--- src/rtl/timer_pkg.sv ---
// Shared state encoding, digit limits and the 6-digit BCD layout for the countdown timer.
// Latency: none, types and constants only.
// Backpressure: not applicable.
package timer_pkg;

   typedef enum logic [1:0] {
      IDLE    = 2'd0,
      RUNNING = 2'd1,
      PAUSED  = 2'd2,
      EXPIRED = 2'd3
   } state_t;

   localparam logic [3:0] DIG_MAX_DEC = 4'd9;
   localparam logic [3:0] DIG_MAX_SEX = 4'd5;

   // MM:SS.cc, most significant digit first; maps onto hex5..hex0
   typedef struct packed {
      logic [3:0] min_h;
      logic [3:0] min_l;
      logic [3:0] sec_h;
      logic [3:0] sec_l;
      logic [3:0] cs_h;
      logic [3:0] cs_l;
   } bcd6_t;

   function automatic logic [3:0] clamp_digit(input logic [3:0] d, input logic [3:0] max_val);
      return (d > max_val) ? max_val : d;
   endfunction

endpackage

--- src/rtl/countdown_digit.sv ---
// One BCD digit of the countdown chain; wraps 0 -> MAX and borrows from the next digit up.
// Latency: value updates on the edge after load/dec_en; borrow_out is combinational.
// Backpressure: none, enables are single-cycle qualifiers.
module countdown_digit
   import timer_pkg::*;
#(
   parameter logic [3:0] MAX = DIG_MAX_DEC
) (
   input  logic       CLOCK_50,
   input  logic       key_reset,
   input  logic       load,
   input  logic [3:0] load_val,
   input  logic       dec_en,
   output logic [3:0] value,
   output logic       borrow_out
);

   assign borrow_out = dec_en && (value == 4'd0);

   always_ff @(posedge CLOCK_50) begin
      if (key_reset)
         value <= 4'd0;
      else if (load)
         value <= load_val;
      else if (dec_en)
         value <= borrow_out ? MAX : value - 4'd1;
   end

endmodule

--- src/rtl/countdown_timer.sv ---
// MM:SS.cc countdown timer with alarm; COUNTDOWN_ALARM_BLINK_EN makes the alarm blink.
// Latency: load/start_pause act on the next edge; first decrement CLK_DIV cycles after start.
// Backpressure: none, control inputs are debounced single-cycle pulses.
module countdown_timer
   import timer_pkg::*;
#(
   parameter int CLK_DIV     = 500000,
   parameter int BLINK_TICKS = 50
) (
   input  logic        CLOCK_50,
   input  logic        key_reset,
   input  logic        load,
   input  logic        start_pause,
   input  logic [15:0] preset,
   output bcd6_t       digits,
   output logic        running,
   output logic        expired,
   output logic        alarm
);

   localparam int            PW      = (CLK_DIV > 1) ? $clog2(CLK_DIV) : 1;
   localparam logic [PW-1:0] PRE_MAX = PW'(CLK_DIV - 1);

   if (CLK_DIV < 2 || BLINK_TICKS < 1) begin : g_param_check
      $error("countdown_timer: CLK_DIV must be >= 2 and BLINK_TICKS >= 1");
   end

   state_t        state, state_n;
   logic [PW-1:0] prescaler;
   logic          counting, tick, dec, at_one;
   bcd6_t         load_val;
   logic [5:0]    borrow;

   assign counting = (state == RUNNING) || (state == EXPIRED);
   assign tick     = counting && (prescaler == PRE_MAX);
   assign dec      = tick && (state == RUNNING);
   // Decrementing 00:00.01 is the only way to land on zero
   assign at_one   = (digits == 24'h000001);

   always_comb begin
      load_val       = '0;
      load_val.min_h = clamp_digit(preset[15:12], DIG_MAX_DEC);
      load_val.min_l = clamp_digit(preset[11:8],  DIG_MAX_DEC);
      load_val.sec_h = clamp_digit(preset[7:4],   DIG_MAX_SEX);
      load_val.sec_l = clamp_digit(preset[3:0],   DIG_MAX_DEC);
   end

   always_ff @(posedge CLOCK_50) begin
      if (key_reset) begin
         state     <= IDLE;
         prescaler <= '0;
      end else begin
         state <= state_n;
         if (load)
            prescaler <= '0;
         else if (counting)
            prescaler <= (prescaler == PRE_MAX) ? '0 : prescaler + PW'(1);
      end
   end

   always_comb begin
      state_n = state;
      running = (state == RUNNING);
      expired = (state == EXPIRED);
      case (state)
         IDLE:    if (start_pause && digits != '0) state_n = RUNNING;
         RUNNING: begin
            // Reaching zero wins over a simultaneous pause request
            if (dec && at_one)
               state_n = EXPIRED;
            else if (start_pause)
               state_n = PAUSED;
         end
         PAUSED:  if (start_pause) state_n = RUNNING;
         EXPIRED: state_n = EXPIRED;
         default: state_n = IDLE;
      endcase
      if (load)
         state_n = IDLE;
   end

   countdown_digit #(.MAX(DIG_MAX_DEC)) u_cs_l (
      .CLOCK_50(CLOCK_50), .key_reset(key_reset), .load(load), .load_val(load_val.cs_l),
      .dec_en(dec), .value(digits.cs_l), .borrow_out(borrow[0])
   );
   countdown_digit #(.MAX(DIG_MAX_DEC)) u_cs_h (
      .CLOCK_50(CLOCK_50), .key_reset(key_reset), .load(load), .load_val(load_val.cs_h),
      .dec_en(borrow[0]), .value(digits.cs_h), .borrow_out(borrow[1])
   );
   countdown_digit #(.MAX(DIG_MAX_DEC)) u_sec_l (
      .CLOCK_50(CLOCK_50), .key_reset(key_reset), .load(load), .load_val(load_val.sec_l),
      .dec_en(borrow[1]), .value(digits.sec_l), .borrow_out(borrow[2])
   );
   countdown_digit #(.MAX(DIG_MAX_SEX)) u_sec_h (
      .CLOCK_50(CLOCK_50), .key_reset(key_reset), .load(load), .load_val(load_val.sec_h),
      .dec_en(borrow[2]), .value(digits.sec_h), .borrow_out(borrow[3])
   );
   countdown_digit #(.MAX(DIG_MAX_DEC)) u_min_l (
      .CLOCK_50(CLOCK_50), .key_reset(key_reset), .load(load), .load_val(load_val.min_l),
      .dec_en(borrow[3]), .value(digits.min_l), .borrow_out(borrow[4])
   );
   countdown_digit #(.MAX(DIG_MAX_DEC)) u_min_h (
      .CLOCK_50(CLOCK_50), .key_reset(key_reset), .load(load), .load_val(load_val.min_h),
      .dec_en(borrow[4]), .value(digits.min_h), .borrow_out(borrow[5])
   );

   // Zero is caught before the chain could ever underflow the top digit
   min_h_never_borrows: assert property (@(posedge CLOCK_50) disable iff (key_reset) !borrow[5]);

`ifdef COUNTDOWN_ALARM_BLINK_EN
   localparam int            BW        = (BLINK_TICKS > 1) ? $clog2(BLINK_TICKS) : 1;
   localparam logic [BW-1:0] BLINK_MAX = BW'(BLINK_TICKS - 1);

   logic [BW-1:0] blink_cnt;
   logic          alarm_q;

   always_ff @(posedge CLOCK_50) begin
      if (key_reset || state_n != EXPIRED) begin
         blink_cnt <= '0;
         alarm_q   <= 1'b0;
      end else if (state != EXPIRED) begin
         blink_cnt <= '0;
         alarm_q   <= 1'b1;
      end else if (tick) begin
         if (blink_cnt == BLINK_MAX) begin
            blink_cnt <= '0;
            alarm_q   <= ~alarm_q;
         end else begin
            blink_cnt <= blink_cnt + BW'(1);
         end
      end
   end

   assign alarm = alarm_q;
`else
   assign alarm = expired;
`endif

endmodule

--- config.mk ---
export PLATFORM = sky130hd
export DESIGN_NAME = countdown_timer
export DESIGN_NICKNAME = d
export VERILOG_FILES = /design/src/rtl/timer_pkg.sv /design/src/rtl/countdown_digit.sv /design/src/rtl/countdown_timer.sv
export SDC_FILE = /design/constraint.sdc
export NUM_CORES = 1
export LEC_CHECK = 0
export CORE_UTILIZATION = 45
export CTS_CLUSTER_SIZE = 25
export DETAILED_ROUTE_END_ITERATION = 8
export PLACE_DENSITY = 0.77
export SETUP_SLACK_MARGIN = 0.15
export SYNTH_ARGS = -nofsm -noshare
export SYNTH_HDL_FRONTEND = slang
export SYNTH_HIERARCHICAL = 1
export SYNTH_SLANG_ARGS = --single-unit
--- constraint.sdc ---
create_clock -name CLOCK_50 -period 10.9 [get_ports CLOCK_50]
set_input_delay 1.635 -clock CLOCK_50 [delete_from_list [all_inputs] [get_ports CLOCK_50]]
set_output_delay 1.635 -clock CLOCK_50 [all_outputs]
set_load 0.05 [all_outputs]
After elaboration in Yosys (flattened, before gate mapping). Cells that the tools add are included.

Logic and storage cells: 76. Flip-flop bits (word level): 45.

Reduce and logical (&&, ||, !) cells: 25. Equality and inequality tests: 8. Muxes and demuxes: 24. Magnitude comparators: 4. Add/sub/neg operators: 7.

Operators by type and width (number): 4-bit 2-to-1 mux (18); 24-bit by 1-bit == test with 1-bit output (second input constant) (1); 4-bit logical NOT (6); 24-bit nonzero test (1); 4-bit by 1-bit subtractor with 4-bit output (second input constant) (6); 19-bit by 1-bit adder with 19-bit output (second input constant) (1); 19-bit == test (second input constant) (1); 19-bit 2-to-1 mux (1); 4-bit > comparator (second input constant) (3); 1-bit logical AND (10); 2-bit 2-to-1 mux (4); 2-bit case mux with 4 select lines (1); 2-bit nonzero test (4); 2-bit == test (second input constant) (2); 4-bit by 3-bit > comparator with 1-bit output (second input constant) (1); 2-bit inequality test (second input constant) (2); 3-bit by 2-bit inequality test with 1-bit output (second input constant) (1); 3-bit AND reduction (1); 2-bit by 1-bit == test with 1-bit output (second input constant) (1); 2-bit logical NOT (1); 2-bit OR reduction (1); 1-bit logical OR (1).

Depth between registers and ports, before layout. Gate-level depths: netlist (run 1).

Depth after elaboration: 13. Gate-level depth with buffers: 13.

Modules after synthesis. The synthesis (run 1) kept the hierarchy.

By module, submodules not included: countdown_digit (u_cs_h ...) (seq. area each 80.1 µm², area each 272.8 µm², cells each 33, instances 5); countdown_timer (seq. area each 420.4 µm², area each 1260.0 µm², cells each 157, instances 1); countdown_digit (u_sec_h) (seq. area each 80.1 µm², area each 290.3 µm², cells each 34, instances 1).

Least setup slack after synthesis (run 1). No wires, ideal clock.

Path type: register -> register. Start point: register prescaler[3]. End point: register u_min_h.value[2]. Required time: 10.814 ns. Period minus slack after synthesis: 3.474 ns. Path slack: 7.426 ns. Buffers on the path: 2. Cell stages (with the launch flop): 14. Arrival time: 3.387 ns. Cell sequence: dfxtp_1 -> buf_2 -> nor4bb_1 -> nand4_1 -> nor4b_1 -> and4bb_2 -> and4bb_2 -> and4bb_2 -> clkbuf_2 -> and2_2 -> and4bb_2 -> nand2_1 -> or3_1 -> a221oi_2.

Longest elaborated chain between the ends: 12. Elaborated cells between the ends (all ways): 13. Classes of those cells: 1 x eq/ne; 3 x mux; 9 x reduce/logical.

RTL lines: start: declaration (line countdown_timer.sv:29) `logic [PW-1:0] prescaler;`; start signal: assignment (line countdown_timer.sv:57) `prescaler <= (prescaler == PRE_MAX) ? '0 : prescaler + PW'(1);`; 19-bit == test (*) (line countdown_timer.sv:35) `assign tick = counting && (prescaler == PRE_MAX);`; 1-bit logical AND (*) (line countdown_timer.sv:35); 1-bit logical AND (*) (line countdown_timer.sv:36) `assign dec = tick && (state == RUNNING);`; via dec (line countdown_timer.sv:30) `logic counting, tick, dec, at_one;`; 1-bit logical AND (*) (line countdown_digit.sv:18) `assign borrow_out = dec_en && (value == 4'd0);`; via borrow[0] (line countdown_timer.sv:32) `logic [5:0] borrow;`; 1-bit logical AND (*) (line countdown_digit.sv:18); via borrow[1] (line countdown_timer.sv:32); [... 1 more ...]; via borrow[2] (line countdown_timer.sv:32); 1-bit logical AND (*) (line countdown_digit.sv:18); via borrow[3] (line countdown_timer.sv:32); 1-bit logical AND (*) (line countdown_digit.sv:18); via borrow[4] (line countdown_timer.sv:32); 1-bit logical AND (line countdown_digit.sv:18); 4-bit 2-to-1 mux (line countdown_digit.sv:26) `value <= borrow_out ? MAX : value - 4'd1;`; 4-bit 2-to-1 mux (line countdown_digit.sv:25) `else if (dec_en)`; 4-bit 2-to-1 mux (line countdown_digit.sv:23) `else if (load)`; end signal: assignment (line countdown_digit.sv:24) `value <= load_val;`; end signal: assignment (line countdown_digit.sv:26); end: declaration (line countdown_digit.sv:14) `output logic [3:0] value,`.

Mark *: on every way through the listed nets, which the timed path passes. The rest lies on a longest branch. The select of a mux whose other input is x is not followed. A chain may end at the register's enable or synchronous reset.

Worst setup path in the final report (run 1). Ends and elaborated chain as after synthesis.

==> impl_results.md, run 1 <==
* Outcome: finished clean
* Required time reported for the critical path endpoint at ~11 ns
* First-iteration detailed-routing DRC count at 113
* RSZ-0062 raised after global routing: no
* Cell area after layout at roughly 0.0036 mm²
* Area share of the largest cell type after synthesis at 0.309
* Worst-Skew Late Latency at 0.31 ns
* Netlist area before placement at 0.00291 mm²
* Simple-gate share of the synthesized area at 0.324
* Post-layout minimum cycle time at roughly 3.9 ns
* DR DRC count at 0
* Reg clk slew, reported paths at 0.09 ns
* Largest driver fanout on the critical path at 10
* Most common cell type on the critical path: and4bb_2
* Proportion of synthesized area in mux cells at 0
* Pin count of the biggest net entering global routing at between 50 and 60
* Adder-Cell Fraction of Synth Area at 0.0558
* Top cells by area, synth: dfxtp_1 (31%), ha_1 (5.6%), inv_1 (4.8%), a21oi_1 (4.1%), nor2_1 (4.1%)
* # port buffers at 46
* Number of top-level design ports at 47
* Arrival time at the worst endpoint at slightly above 4 ns
* Multi-input gate area at between 0.0015 and 0.002 mm²
* Max-cap check violation count at 0
* # fillers at between 500 and 600
* Standard-cell row count at 28
* Share of total power consumed by net switching at 0.300
* Slew margin rel. at 0.233
* Number of routed nets with antenna violations at 0
* Total design power at approximately 390 µW
* Dpl cell area at 0.00345 mm²
* Antenna cells at 0
* Buffering stage count on the worst path with inverters included at 0
* Standard cell with the maximum stage delay on the critical path: nor4b_1
* Global-route wire length before repair at 10900 µm
* GRT Residual Overflow at 0
* Initial antenna violation count at 0
* IR drop worst, VDD at 0.0757 mV
* Layout cells sized above 1 at 0.0954
* Buffers from clock root to sink, at most at 2
* Top cell type by total area after synthesis: dfxtp_1
* Post-cts repair resize count at 0
* Type of the worst min-delay path: reg -> reg
* Post-Synth XOR/XNOR Area at 0.0421
* HPWL Detailed at approximately 4600 µm
* Initial Util at 0.478
* Internal power at between 200 and 300 µW
* Final Cycle Share at 0.355
* Crit path kind: reg -> reg
* Synthesized instance count at between 300 and 400
* Leakage power figure at 0.00122 µW
* Clock buffer count from CTS at 5
* Total wirelength of the detailed-routed design at ~6400 µm
* Number of synthesized register bits at 45
* Routed wire length per instance at about 13 µm
* Vias in the first global route at approximately 2500
* Synthesis warning total at 6
* Transition time of the tightest slew-check pin at 1.14 ns
* Net load switching power at 116 µW
* Main combinational cell family by area after synthesis: simple AND/OR/NAND/NOR gates
* Clk network pwr share at 0.337
* Power per Cell Area at approximately 110 mW/mm²
* Max Clk Rate at between 200 and 300 MHz
* Number of nets in the layout at 441
* Comb pwr share at 0.199
* GPL Wtd Cong at 0.837
* Sequential element share of the synthesized area at 0.309
* Most frequent cells in the layout: clkdlybuf4s50_1 (45), dfxtp_1 (45), inv_1 (37)
* Count of endpoints failing setup in the final report at 0
* Final Max Tran Viols at 0
* DIE AREA at roughly 0.0068 mm²
* Root Driver: clkbuf_8
* CTS tree: built
* Setup TNS at 0 ns
* Number of H-tree levels at 2
* Yosys cell types at 51
* Clk sinks at between 40 and 50
* Kind of end point of the critical path: register
* Startpoint Class: register
* Area taken by flip-flops and latches at roughly 900 µm²
* Worst path max stage delay at 0.63 ns
* Quantity of hold-fixing buffers added after cts at 0
* Register share of total power at 0.465
* Cell breakdown of the critical path: nor4bb_1, nand4_1, nor4b_1, and4bb_2, and4bb_2, and4bb_2, and2_2, and4bb_2, nand2_1, or3_1, a221oi_2
* Syn avg cell area at 8.19 µm²
* Number of iterations in the first detailed-routing pass at 4
* CP delay by family, top: simple AND/OR/NAND/NOR gates
* Vias post-DR at 2709
* All-layer global routing usage at 0.208
* Area of the core at between 0.006 and 0.007 mm²
* Chip Height at slightly above 80 µm
* Clock skew after layout at between 0.006 and 0.007 ns
* R2R Setup Slk at around 7.0 ns
* Area growth, synth to finish at 22.3%
* Die Wd at about 82 µm
* Final Hold Violating Endpoints at 0
* Post-CTS repair timing setup buffer count at 0
* Ratio of routed vias to standard cells at between 5 and 6
* Synth Area in Compound Gates at 0.203
[metal layers]
metal,GRT usage,part of all wire,vias up
li1,-,-,1382
met1,0.248,0.46,1266
met2,0.364,0.48,51
met3,0.0484,0.046,10
met4,0.0702,0.014,0
met5,0,0,-
[worst register-to-register path: stages (launching register included)]
cell	delay (ns)
dfxtp_1	0.49
nor4bb_1	0.31
nand4_1	0.16
nor4b_1	0.63
and4bb_2	0.39
and4bb_2	0.31
and4bb_2	0.38
and2_2	0.22
and4bb_2	0.29
nand2_1	0.07
or3_1	0.32
a221oi_2	0.22
[final timing paths]
check	cells after the start	from	to
setup reg to reg	11	prescaler[3]$_SDFFE_PP0N_	u_min_h/value[2]$_SDFFE_PP0P_
hold / removal	2	prescaler[17]$_SDFFE_PP0N_	prescaler[17]$_SDFFE_PP0N_
hold reg to reg	2	prescaler[17]$_SDFFE_PP0N_	prescaler[17]$_SDFFE_PP0N_
setup / recovery	11	prescaler[3]$_SDFFE_PP0N_	u_min_h/value[2]$_SDFFE_PP0P_
[cell families (layout without fill, tap and decap cells)]
kind of cell / after synthesis / in the layout
AOI/OAI and AO/OA: 81 / 81
adders and majority gates: 13 / 13
xor gates and xnor gates: 14 / 14
and+or+nand+nor: 155 / 155
buffers and inverters: 47 / 92
other: 1 / 9
DFF: 45 / 45
[state kept, by name (all words and copies together), names as in the netlist]
signal         count
u_min_h/value      4
u_min_l/value      4
u_cs_h/value       4
u_sec_h/value      4
u_cs_l/value       4
prescaler         19
state              2
u_sec_l/value      4
[synth_stat cells (all sizes together)]
| cell | n |
|---|---|
| dfxtp | 45 |
| inv | 37 |
| nor2 | 32 |
| a21oi | 24 |
| nor2b | 19 |
| nand2 | 18 |
| o31ai | 16 |
| ha | 13 |
| nand4 | 13 |
| o21ai | 12 |
| a221oi | 10 |
| nor4 | 10 |
| and3 | 8 |
| clkbuf | 7 |
| xnor2 | 7 |
| xor2 | 7 |
| a211o | 6 |
| o21ba | 6 |
| or3 | 6 |
| and4bb | 5 |
| nand2b | 5 |
| nand3b | 5 |
| nor3 | 5 |
| and2 | 4 |
| nand3 | 4 |
| buf | 3 |
| nor3b | 3 |
| nor4b | 3 |
| nor4bb | 3 |
| or4 | 3 |
| a211oi | 2 |
| a21boi | 2 |
| and4 | 2 |
| or2 | 2 |
| or4b | 2 |
| a31o | 1 |
| and2b | 1 |
| conb | 1 |
| nand4b | 1 |
| o211ai | 1 |
| o22ai | 1 |
| or3b | 1 |
[final cells by class]
type / instances / area share
clock buffers: 5 / 0.0193
clock inverters: 3 / 0.0130
inverters: 37 / 0.0390
multi-input cells: 272 / 0.520
flip-flops and latches: 45 / 0.253
well taps: 75 / 0.0263
repair buffers: 47 / 0.130
[metrics by stage]
stage | cells | hold slack (ns) | worst slack, ns | utilization
2_1_floorplan | 364 | 0.447 | 7.43 | -
3_5_place_dp | 476 | 0.469 | 7.05 | 0.566
3_3_place_gp | 476 | 0.460 | 7.19 | 0.566
6_report | 484 | 0.484 | 7.03 | 0.585
4_1_cts | 484 | 0.489 | 7.03 | 0.585
5_1_grt | 484 | 0.530 | 6.72 | 0.585
[power by group through the flow]
stage | Clock [µW] | Sequential, µW | Combinational (µW)
2_1_floorplan | 0 | 200 | 30.6
3_3_place_gp | 0 | 183 | 75.3
3_5_place_dp | 0 | 183 | 76.6
4_1_cts | 134 | 180 | 76.8
5_1_grt | 139 | 181 | 84.0
6_report | 130 | 180 | 76.8
No activity file was read; power rests on OpenSTA's default activity.
==> run 2, diff against run 1 <==
--- a/config.mk
+++ b/config.mk
@@ -8,7 +8,7 @@
 export CORE_UTILIZATION = 45
 export CTS_CLUSTER_SIZE = 25
 export DETAILED_ROUTE_END_ITERATION = 8
-export PLACE_DENSITY = 0.77
+export PLACE_DENSITY = 0.8
 export SETUP_SLACK_MARGIN = 0.15
 export SYNTH_ARGS = -nofsm -noshare
 export SYNTH_HDL_FRONTEND = slang
==> constraint.sdc (replaced) <==
create_clock -name CLOCK_50 -period 3.15 [get_ports CLOCK_50]
set_input_delay 0.4725 -clock CLOCK_50 [delete_from_list [all_inputs] [get_ports CLOCK_50]]
set_output_delay 0.4725 -clock CLOCK_50 [all_outputs]
set_load 0.05 [all_outputs]
==> impl_results.md, run 2 (synthesis gave the netlist of run 1 again) <==
* Outcome: finished clean
* Pre-CTS setup slack at approximately 0.031 ns
* Count of endpoints failing setup in the final report at 0
* RR Startpoint: prescaler[5]$_SDFFE_PP0N_
* # port buffers at 46
* Cell breakdown of the critical path: nor4bb_4, nand4_1, nor4b_4, and4bb_2, and4bb_2, and4bb_2, and2_4, and4bb_2, nand2_2, or3_1, a221oi_2
* Number of top-level design ports at 47
* Largest driver fanout on the critical path at 3
* Worst path max stage delay at approximately 0.37 ns
* Layout cells sized above 1 at 0.175
* Number of iterations in the first detailed-routing pass at 4
* Area of the core at about 0.006 mm²
* IR drop worst, VDD at 0.264 mV
* Ratio of routed vias to standard cells at ~5.6
* Post-layout minimum cycle time at 3.03 ns
* Multi-input gate area at 0.00191 mm²
* Final Hold Violating Endpoints at 0
* Power per Cell Area at 353 mW/mm²
* Buffers from clock root to sink, at most at 2
* Leakage power figure at approximately 0.0014 µW
* Fin cells at 510
* Final Cycle Share at 0.963
* Register with the most flip-flops: prescaler
* Type of the worst min-delay path: reg -> reg
* HPWL Detailed at 4940 µm
* Total design power at between 1000 and 1500 µW
* Area taken by flip-flops and latches at 908 µm²
* Final Max Tran Viols at 0
* Number of routed nets with antenna violations at 0
* Vias in the first global route at approximately 2700
* CTS tree: built
* Clk sinks at 45
* First-iteration detailed-routing DRC count at ~150
* Kind of end point of the critical path: register
* Standard-cell row count at 28
* Dpl cell area at around 0.0036 mm²
* Initial antenna violation count at 0
* Die Wd at approximately 82 µm
* Required time reported for the critical path endpoint at between 3 and 4 ns
* Startpoint Class: register
* Max Clk Rate at 330 MHz
* Most common library cell in the layout ignoring fill and taps: clkdlybuf4s50_1
* Slew margin rel. at 0.256
* Pin count of the biggest net entering global routing at 53
* Min Hold Slack at slightly below 0.5 ns
* Global-route wire length before repair at 11800 µm
* # fillers at around 520
* DR DRC count at 0
* Most common cell type on the critical path: and4bb_2
* Transition time of the tightest slew-check pin at ~1.1 ns
* GRT Residual Overflow at 0
* Arrival time at the worst endpoint at approximately 3.3 ns
* Cell area after layout at ~0.0038 mm²
* Crit path kind: reg -> reg
* Most frequent cells in the layout: clkdlybuf4s50_1 (45), dfxtp_1 (41), inv_1 (37)
* # placed instances at 495
* Post-route worst setup slack at 0.116 ns
* Launching instance or port of the critical path: prescaler[5]$_SDFFE_PP0N_
* Vias post-DR at 2869
* GPL Wtd Cong at roughly 0.84
* Root Driver: clkbuf_8
* Worst-Skew Late Latency at roughly 0.31 ns
* RSZ-0062 raised after global routing: yes
* Chip Height at 82.5 µm
* Area growth, synth to finish at 31.3%
* Worst hold path startpoint: prescaler[17]$_SDFFE_PP0N_
* Number of H-tree levels at 2
* Antenna cells at 0
* Max-cap check violation count at 0
* All-layer global routing usage at 0.223
* Routed wire length per instance at ~14 µm
* DIE AREA at about 0.007 mm²
* Initial Util at 0.478
* Clock buffer count from CTS at 5
* Number of flip-flops under the largest register name at 19
* Total wirelength of the detailed-routed design at 7200 µm
* Clock skew after layout at 0.0124 ns
* Reg clk slew, reported paths at 0.10 ns
* Number of nets in the layout at around 470
* Standard cell with the maximum stage delay on the critical path: or3_1
## run 2: changes by cell type in the layout (fill, tap and decap cells not counted), moves of 2 or more
| cell | previous run | this run |
|---|---|---|
| buf_4 | 1 | 27 |
| dfxtp_1 | 45 | 41 |
| nor4bb_1 | 3 | 1 |
| dfxtp_2 | 0 | 3 |
## run 2: area by class of cell
| cell class | count | area share |
|---|---|---|
| flip-flops and latches | 45 | 0.237 |
| repair buffers | 73 | 0.172 |
| clock inverters | 3 | 0.0121 |
| inverters | 37 | 0.0363 |
| clock buffers | 5 | 0.0180 |
| multi-input cells | 272 | 0.500 |
| well taps | 75 | 0.0245 |
## run 2: what timing repair did
action / CTS / global route
endpoints found under the setup margin: 4 / 4
buffers inserted: 6 / 1
pin swaps: 5 / 1
resized for setup: 5 / 5
hold buffers: 0 / 0
## run 2: per-stage QoR
step / util / TNS (ns)
final: 0.628 / 0
after global routing: 0.628 / -0.0357
after CTS: 0.623 / 0
after detailed placement: 0.593 / 0
after global placement: 0.593 / 0
after floorplan: - / -0.0315
## run 2: path summary, 6_finish.rpt
check	endpoint	slack, ns	cells after the start
max	u_min_h/value[2]$_SDFFE_PP0P_	0.12	11
min	prescaler[17]$_SDFFE_PP0N_	0.49	2
max reg2reg	u_min_h/value[2]$_SDFFE_PP0P_	0.12	11
min reg2reg	prescaler[17]$_SDFFE_PP0N_	0.49	2
## run 2: where the power goes
group / leakage (µW) / internal, µW / switching, µW
Combinational: 0.000937 / 112 / 164
Sequential: 0.000370 / 588 / 32.4
Clock: 0.0000543 / 238 / 216
Total: 0.00136 / 938 / 412
## run 2: critical path, delay by kind of cell, from the launching register on
kind	cells	cell delay, ns
AOI/OAI and AO/OA	1	0.22
DFF	1	0.35
and+or+nand+nor	10	2.37
## run 2: routing by layer
layer  up-vias  track usage  share of wire
met2        61        0.391           0.51
li1       1432            -              -
met3         8       0.0484          0.036
met1      1368        0.275           0.44
met5         -            0              0
met4         0       0.0561          0.010
==> run 3, diff against run 2 <==
--- a/config.mk
+++ b/config.mk
@@ -8,7 +8,7 @@
 export CORE_UTILIZATION = 45
 export CTS_CLUSTER_SIZE = 25
 export DETAILED_ROUTE_END_ITERATION = 8
-export PLACE_DENSITY = 0.8
+export PLACE_DENSITY = 0.77
 export SETUP_SLACK_MARGIN = 0.15
 export SYNTH_ARGS = -nofsm -noshare
 export SYNTH_HDL_FRONTEND = slang
==> constraint.sdc (replaced) <==
create_clock -name CLOCK_50 -period 2.9 [get_ports CLOCK_50]
set_input_delay 0.435 -clock CLOCK_50 [delete_from_list [all_inputs] [get_ports CLOCK_50]]
set_output_delay 0.435 -clock CLOCK_50 [all_outputs]
set_load 0.05 [all_outputs]
==> impl_results.md, run 3 (synthesis gave the netlist of run 1 again) <==
* Outcome: finished with violations
* Failing checks: setup timing
* Slew margin rel. at 0.616
* Number of routed nets with antenna violations at 0
* Chip Height at just over 80 µm
* Post-route worst setup slack at -0.0650 ns
* Leakage power figure at roughly 0.0014 µW
* Number of nets in the layout at 475
* Die Wd at ~82 µm
* All-layer global routing usage at 0.227
* Initial Util at 0.478
* Largest driver fanout on the critical path at 3
* Vias in the first global route at approximately 2700
* Worst-Skew Late Latency at 0.30 ns
* Clk sinks at 45
* Power per Cell Area at ~360 mW/mm²
* RSZ-0062 raised after global routing: yes
* GRT Residual Overflow at 0
* Worst path max stage delay at between 0.3 and 0.4 ns
* Share of total power consumed by net switching at 0.325
* Min Hold Slack at ~0.49 ns
* Final Hold Violating Endpoints at 0
* Buffers from clock root to sink, at most at 2
* Count of endpoints failing setup in the final report at 3
* Register share of total power at 0.487
* Internal power at just over 900 µW
* Type of the worst min-delay path: reg -> reg
* Global-route wire length before repair at roughly 12000 µm
* Worst hold path startpoint: prescaler[17]$_SDFFE_PP0N_
* Dpl cell area at approximately 0.0037 mm²
* Standard cell with the maximum stage delay on the critical path: dfxtp_2
* Root Driver: clkbuf_8
* Net load switching power at roughly 450 µW
* DR DRC count at 0
* Clk network pwr share at 0.294
* Pin count of the biggest net entering global routing at 30
* Reg clk slew, reported paths at around 0.10 ns
* Number of flip-flops under the largest register name at 19
* Ratio of routed vias to standard cells at ~5.6
* HPWL Detailed at approximately 5200 µm
* Clock skew after layout at approximately 0.010 ns
* # port buffers at between 40 and 50
* Final Max Tran Viols at 0
* Cell area after layout at 0.00389 mm²
* Most common cell type on the critical path: and4bb_2
* Most common library cell in the layout ignoring fill and taps: clkdlybuf4s50_1
* Transition time of the tightest slew-check pin at between 0.5 and 0.6 ns
* CTS tree: built
* Clock buffer count from CTS at 5
* GPL Wtd Cong at 0.876
* Number of iterations in the first detailed-routing pass at 4
* Kind of end point of the critical path: register
* CP delay by family, top: simple AND/OR/NAND/NOR gates
* Most frequent cells in the layout: clkdlybuf4s50_1 (45), dfxtp_1 (42), inv_1 (36)
* Area growth, synth to finish at 33.5%
* Pre-CTS setup slack at -0.173 ns
* Arrival time at the worst endpoint at approximately 3.2 ns
* Routed wire length per instance at ~14 µm
* Area of the core at around 0.006 mm²
* Total wirelength of the detailed-routed design at 7240 µm
* Crit path kind: reg -> reg
* Layout cells sized above 1 at 0.196
* Vias post-DR at a little under 3000
* Comb pwr share at 0.219
* Util after Layout at 0.638
* IR drop worst, VDD at 0.273 mV
* First-iteration detailed-routing DRC count at 128
* Startpoint Class: register
* Launching instance or port of the critical path: prescaler[5]$_SDFFE_PP0N_
* Initial antenna violation count at 0
* Antenna cells at 0
* DIE AREA at 0.00680 mm²
* Standard-cell row count at 28
* Buffering stage count on the worst path with inverters included at 0
* Cell breakdown of the critical path: nor4bb_4, nand4_1, nor4b_4, and4bb_2, and4bb_2, and4bb_2, and2_4, and4bb_2, nand2_1, or3_1, a221oi_2
* RR Startpoint: prescaler[5]$_SDFFE_PP0N_
* Max-cap check violation count at 0
* Max Clk Rate at 337 MHz
* Final Cycle Share at 1.02
* Number of top-level design ports at 47
* Number of H-tree levels at 2
* Post-layout minimum cycle time at approximately 3 ns
* Register with the most flip-flops: prescaler
* Required time reported for the critical path endpoint at roughly 3.1 ns
run 3: final timing paths:
path | depth (start not counted) | slack [ns] | endpoint
setup / recovery | 11 | -0.07 | u_min_h/value[2]$_SDFFE_PP0P_
hold reg to reg | 2 | 0.49 | prescaler[17]$_SDFFE_PP0N_
setup reg to reg | 11 | -0.07 | u_min_h/value[2]$_SDFFE_PP0P_
hold / removal | 2 | 0.49 | prescaler[17]$_SDFFE_PP0N_
run 3: final cells by class:
cell class	instances	area, µm²
multi-input combinational	272	1930
tap	75	93.8
fill	530	2210
timing repair buffer	81	729
sequential	45	907
clock buffer	5	68.8
clock inverter	3	21.3
inverter	37	139
run 3: worst register-to-register path, cell delays in order (launching register included):
cell and delay (ns):
dfxtp_2 0.35, nor4bb_4 0.28, nand4_1 0.23, nor4b_4 0.29, and4bb_2 0.27, and4bb_2 0.23
and4bb_2 0.24, and2_4 0.14, and4bb_2 0.26, nand2_1 0.07, or3_1 0.32, a221oi_2 0.21
run 3: what timing repair did:
| item | 4_1_cts | 5_1_grt |
|---|---|---|
| setup buffers | 3 | 1 |
| setup endpoints to repair | 10 | 11 |
| hold buffers | 0 | 0 |
| resized for setup | 9 | 8 |
| pin swaps | 4 | 6 |
run 3: stage by stage:
step | TNS [ns] | power [µW] | cells
final | -0.139 | 1380 | 518
after detailed placement | -0.506 | 983 | 506
after CTS | -0.190 | 1390 | 517
after global placement | -0.246 | 978 | 506
after floorplan | -0.708 | 866 | 364
after global routing | -1.04 | 1450 | 518
run 3: layer usage:
metal	vias to the layer above	GRT usage	part of all wire
met2	59	0.413	0.51
met4	0	0.0737	0.0097
met5	-	0	0
li1	1451	-	-
met1	1399	0.271	0.44
met3	8	0.0330	0.033
run 3: power by group through the flow:
| stage | clock network, µW | registers (µW) | logic [µW] |
|---|---|---|---|
| after detailed placement | 0 | 686 | 298 |
| after CTS | 417 | 673 | 301 |
| after global placement | 0 | 686 | 291 |
| final | 407 | 674 | 303 |
| after floorplan | 0 | 750 | 116 |
| after global routing | 442 | 678 | 329 |
